[src/rtl/mux_sched_pkg.sv]
// Shared definitions for the round-robin mux scheduler: requester count,
// select width, FSM state type and a select-to-one-hot helper.
package mux_sched_pkg;

    localparam int N_REQ = 16;
    localparam int SEL_W = 4;

    typedef enum logic [0:0] {
        IDLE  = 1'b0,
        GRANT = 1'b1
    } sched_state_t;

    // Expand a requester index into its one-hot grant/ack pattern.
    function automatic logic [N_REQ-1:0] sel_to_onehot(input logic [SEL_W-1:0] sel);
        logic [N_REQ-1:0] base;
        base = {{(N_REQ-1){1'b0}}, 1'b1};
        return base << sel;
    endfunction

endpackage

[src/rtl/rr_pick16.sv]
// Rotated first-one search over 16 requesters. The search starts at
// last_ptr+1 and wraps 15->0, so the previous winner has lowest priority.
// Purely combinational.
module rr_pick16
    import mux_sched_pkg::*;
(
    input  logic [N_REQ-1:0] req,
    input  logic [SEL_W-1:0] last_ptr,
    output logic             found,
    output logic [SEL_W-1:0] idx
);

    logic [SEL_W-1:0] cand_s;

    // Scan offsets from farthest to nearest so the nearest requester wins.
    always_comb begin
        found  = 1'b0;
        idx    = {SEL_W{1'b0}};
        cand_s = {SEL_W{1'b0}};
        for (int i = N_REQ; i >= 1; i--) begin
            // Offset 16 wraps back to last_ptr itself (lowest priority).
            cand_s = last_ptr + SEL_W'(i);
            if (req[cand_s]) begin
                found = 1'b1;
                idx   = cand_s;
            end else begin
                found = found;
                idx   = idx;
            end
        end
    end

endmodule

[src/rtl/mux_rr_scheduler.sv]
// Round-robin scheduler in front of a shared 16:1 x 8-bit data mux.
// Arbitrates req, drives mux_sel/grant, qualifies the muxed beat with
// out_valid/out_ready and pulses a one-hot ack on every accepted beat.
// Optional feature macro: ARB_BURST_EN -- when defined, a granted requester
// may keep the grant for up to MAX_BURST consecutive accepted beats;
// otherwise every grant carries exactly one beat.
module mux_rr_scheduler
    import mux_sched_pkg::*;
#(
    parameter int unsigned MAX_BURST = 4
) (
    input  logic             clk,
    input  logic             reset_n,
    input  logic [N_REQ-1:0] req,
    input  logic             out_ready,
    output logic [SEL_W-1:0] mux_sel,
    output logic [N_REQ-1:0] grant,
    output logic             out_valid,
    output logic [N_REQ-1:0] ack,
    output logic             busy
);

    if ((MAX_BURST < 1) || (MAX_BURST > 16)) begin : g_bad_max_burst
        $error("mux_rr_scheduler: MAX_BURST must lie in 1..16");
    end

    sched_state_t     state_q;
    logic [N_REQ-1:0] grant_q;
    logic [SEL_W-1:0] mux_sel_q;
    logic [SEL_W-1:0] last_ptr_q;

    logic             pick_found_s;
    logic [SEL_W-1:0] pick_idx_s;
    logic             out_valid_s;
    logic             xfer_s;
    logic [N_REQ-1:0] ack_s;
    logic             end_of_grant_s;

`ifdef ARB_BURST_EN
    localparam logic [3:0] BURST_LAST_BEAT = 4'(MAX_BURST - 1);
    logic [3:0] beat_cnt_q;

    assign end_of_grant_s = (beat_cnt_q == BURST_LAST_BEAT);
`else
    assign end_of_grant_s = 1'b1;
`endif

    rr_pick16 u_pick (
        .req      (req),
        .last_ptr (last_ptr_q),
        .found    (pick_found_s),
        .idx      (pick_idx_s)
    );

    // Beat qualification: valid follows the granted request; ack mirrors a transfer.
    always_comb begin
        out_valid_s = 1'b0;
        xfer_s      = 1'b0;
        ack_s       = {N_REQ{1'b0}};
        if (state_q == GRANT) begin
            out_valid_s = req[mux_sel_q];
        end else begin
            out_valid_s = 1'b0;
        end
        xfer_s = out_valid_s & out_ready;
        if (xfer_s) begin
            ack_s = sel_to_onehot(mux_sel_q);
        end else begin
            ack_s = {N_REQ{1'b0}};
        end
    end

    // Scheduler FSM: arbitration, grant/select registers, pointer and beat count.
    always_ff @(posedge clk or negedge reset_n) begin
        if (!reset_n) begin
            state_q    <= IDLE;
            grant_q    <= {N_REQ{1'b0}};
            mux_sel_q  <= {SEL_W{1'b0}};
            last_ptr_q <= 4'hF;
`ifdef ARB_BURST_EN
            beat_cnt_q <= 4'h0;
`endif
        end else begin
            case (state_q)
                IDLE: begin
                    if (pick_found_s) begin
                        mux_sel_q  <= pick_idx_s;
                        grant_q    <= sel_to_onehot(pick_idx_s);
`ifdef ARB_BURST_EN
                        beat_cnt_q <= 4'h0;
`endif
                        state_q    <= GRANT;
                    end else begin
                        state_q    <= IDLE;
                    end
                end
                GRANT: begin
                    if (!req[mux_sel_q]) begin
                        // Requester withdrew: give up the grant without an ack.
                        last_ptr_q <= mux_sel_q;
                        grant_q    <= {N_REQ{1'b0}};
                        state_q    <= IDLE;
                    end else if (xfer_s) begin
                        if (end_of_grant_s) begin
                            last_ptr_q <= mux_sel_q;
                            grant_q    <= {N_REQ{1'b0}};
                            state_q    <= IDLE;
                        end else begin
`ifdef ARB_BURST_EN
                            beat_cnt_q <= beat_cnt_q + 4'h1;
`endif
                            state_q    <= GRANT;
                        end
                    end else begin
                        // Downstream stall: hold the grant indefinitely.
                        state_q <= GRANT;
                    end
                end
                default: begin
                    state_q <= IDLE;
                    grant_q <= {N_REQ{1'b0}};
                end
            endcase
        end
    end

    assign mux_sel   = mux_sel_q;
    assign grant     = grant_q;
    assign out_valid = out_valid_s;
    assign ack       = ack_s;
    assign busy      = (state_q == GRANT);

endmodule

[config.mk]
export PLATFORM = sky130hd
export DESIGN_NAME = mux_rr_scheduler
export DESIGN_NICKNAME = d
export VERILOG_FILES = /design/src/rtl/mux_sched_pkg.sv /design/src/rtl/rr_pick16.sv /design/src/rtl/mux_rr_scheduler.sv
export SDC_FILE = /design/constraint.sdc
export NUM_CORES = 1
export LEC_CHECK = 0
export BUFFER_PORTS_ARGS = -buffer_cell sky130_fd_sc_hd__buf_2
export CORE_MARGIN = 10
export CORE_UTILIZATION = 45
export CTS_CLUSTER_DIAMETER = 200
export CTS_CLUSTER_SIZE = 12
export DETAILED_ROUTE_END_ITERATION = 10
export HOLD_SLACK_MARGIN = 0.1
export PLACE_DENSITY = 0.63
export SETUP_SLACK_MARGIN = 0.2
export SYNTH_ARGS = -nofsm -noshare
export SYNTH_HDL_FRONTEND = slang
export SYNTH_SLANG_ARGS = --single-unit
[constraint.sdc]
create_clock -name clk -period 4.9 [get_ports clk]
set_clock_uncertainty 0.05 [all_clocks]
set_input_delay 0.49 -clock clk [delete_from_list [all_inputs] [get_ports clk]]
set_output_delay 0.49 -clock clk [all_outputs]
set_load 0.005 [all_outputs]
==> flow_summary.ini <==
[yosys]
synth_top_cell_by_area = mux4_2
yosysMostFrequentCell = nand2_1
syn_nets = 432
synth_cell_types = 76
yosysSeqAreaShare_pct = 16.7
yosys.area.top_type_share_pct = 19.7
synth_cells = 406
synth_area_sq_um = 3770
yosys-mux-area-fraction_pct = 30.8
synthAdderAreaFrac_pct = 2.32
ys_top_cells_by_area = mux4_2 (20%), dfrtp_1 (14%), mux2i_1 (5.6%), mux2_2 (5.1%), nand2_1 (4.5%)
synth_xor_area_share_pct = 3.85
ys_ff_latch = 25
yosys.area_share.simple_pct = 18.9
synth_top_family_by_area = multiplexers
avgSynthCellArea_sq_um = 9.28
synth_edf_count = 0
synth-main-ff-cell = dfrtp_1
yosysWarnings = 0
synthArstFlopShare_pct = 100
synthTopCellsByCount = nand2_1 (45), nor2_1 (41), mux4_2 (33), dfrtp_1 (21), mux2i_1 (21)
synth_compound_area_share_pct = 23.3

[floorplanning]
fp-row-count = 33
start_util_pct = 46.1
die_w_microns = 112
die_height_microns = 112
die_area_sq_um = 12400
core_sq_um = 8180
ios = 57

[grt]
first_global_vias = 3524
grt_pass1_wl_microns = 18400
grt-ovfl-total = 0
grtUsageTotal_pct = 17.3
grt_max_degree = 34
antenna_found_initial = 0

[worst_setup_path]
critPathLaunchType = flop
critical_path.max_stage_delay_ps = 650
crit_path_end_kind = flop
cpMostUsedCell = mux4_2
worstPathArrival_ps = 4420
critPathRequiredTime_ps = 5060
cp_max_fo = 16
path_class = reg -> reg
cp.buffers_inverters = 1
slowest_stage = ha_2
cpLargestDelayFamily = multiplexers
crit_chain = clkinv_1 > ha_2 > mux4_2 > mux4_2 > nor2_1 > o211ai_1 > nor4_1 > o311a_1 > o21bai_1 > o21ai_1

[route]
drt_iter0_markers = 277
routed_via_density = 6.52
vias = 3624
ant_nets = 0
post_drt_wl_per_cell_microns = 20.5
dr.pass1.iters = 5
drc = 0
finalWirelength_microns = 11400

[sta]
setup-tns-final_ps = 0
rsz0062_at_grt = no
relSlewSlack_pct = 48.6
finalCriticalPeriod_ps = 4260
finalMaxSlewViolations = 0
worst_pin_slew_ps = 771
clock.fmax_ghz = 0.235
setup_viol = 0
fin_crit_sh_pct = 86.8
hold_viol = 0
holdWs_ps = 136

[clock_tree]
cts_tree = done
htreeDepth = 1
cts_inserted_buffers = 3
cts_root_buf = clkbuf_8
clk_path_buf_depth = 2
clk_pin_slew_worst_paths_ps = 90
insertion_delay_ps = 280
cts-hold-fix-buffers = 0
cts_sinks = 25

[job]
drv_cap = 0

[finish]
final_net_count = 478
area_delta_synth_final_pct = 10.1
n_antenna_cell = 0
fillCellCount = 770
drive_above_1_share_pct = 31.7
final_util_pct = 50.8

[worst_hold_path]
hp-class = in -> async

[placement]
io_buffer_count = 56
gp_congestion = 0.979
dpl.hpwl_microns = 8810

[status]
outcome = complete, no violations
-- worst reg2reg max path: cells and delay by family (launching register included) --
kind                     cells  cell delay (ps)
AO/OA/AOI/OAI                4              940
adder cells (fa/ha/maj)      1              650
buffers and inverters        1              220
flip-flops                   1              540
multiplexers                 2             1270
AND/OR/NAND/NOR              2              510
-- final timing paths --
kind,from,end,slack [ps],cells after the start
setup reg to reg,last_ptr_q[0]$_DFFE_PN1P_,grant[14]$_DFFE_PN0P_,640,10
hold / removal,reset_n,grant[6]$_DFFE_PN0P_,140,1
hold reg to reg,grant[6]$_DFFE_PN0P_,grant[6]$_DFFE_PN0P_,440,2
max in group asynchronous,reset_n,last_ptr_q[0]$_DFFE_PN1P_,4300,1
setup / recovery,last_ptr_q[0]$_DFFE_PN1P_,grant[14]$_DFFE_PN0P_,640,10
min in group clk,grant[6]$_DFFE_PN0P_,grant[6]$_DFFE_PN0P_,440,2
-- through the flow --
step / setup slack, ps / instance area (sq um) / instances
final: 645 / 4150 / 556
after global routing: 300 / 4150 / 556
after CTS: 490 / 4150 / 556
after detailed placement: 513 / 4100 / 552
after global placement: 679 / 4100 / 552
after floorplan: 629 / 3770 / 406
-- metal layers --
layer | vias up | wire length, microns | GRT usage, %
met3 | 18 | 825 | 2.95
met5 | - | 0 | 0
met2 | 178 | 5130 | 27.1
li1 | 1669 | - | -
met4 | 0 | 274 | 5.06
met1 | 1759 | 5170 | 23.8
-- cells by family after synthesis --
family,count (synthesis)
flip-flops,25
adder cells (fa/ha/maj),7
AND/OR/NAND/NOR,145
XOR/XNOR,14
buffers and inverters,29
AO/OA/AOI/OAI,114
multiplexers,72
-- registers in the layout (all words and copies together) (netlist names) --
signal and count:
grant 16, last_ptr_q 4, mux_sel 4, busy 1
-- area by class of cell --
type                            instances  area, sq um  area share (%)
Inverter                                9         33.8           0.814
Sequential cell                        25          631            15.2
Clock buffer                            3         41.3           0.995
Multi-Input combinational cell        352         2990            72.0
Timing Repair Buffer                   61          318            7.66
Clock inverter                          1         8.76           0.211
Tap cell                              105          131            3.17
-- cells in the final DEF (no fill, tap or decap), drive strengths merged, types with 3 or more instances in the layout --
cell type,n
o211ai,5
mux2i,21
nor2b,7
nand2,45
a21oi,18
a311oi,4
o21ai,25
o21bai,3
o211a,3
nor2,43
a21boi,5
nand2b,10
a221oi,3
nor3,11
a22o,11
dfstp,4
inv,7
mux2,18
a211oi,3
xor2,7
a22oi,6
mux4,33
o22ai,3
nand3,12
dfrtp,21
buf,61
nand4,3
xnor2,7
o31ai,3
clkbuf,3
ha,7
clkinv,3
-- timing repair --
item,4_1_cts,5_1_grt
setup buffers,0,0
endpoints found under the setup margin,0,16
gates resized for setup,0,1
Power is left out: the tool's default activity adds up to more than one toggle a clock period on the data nets, which glitch-free logic cannot reach.
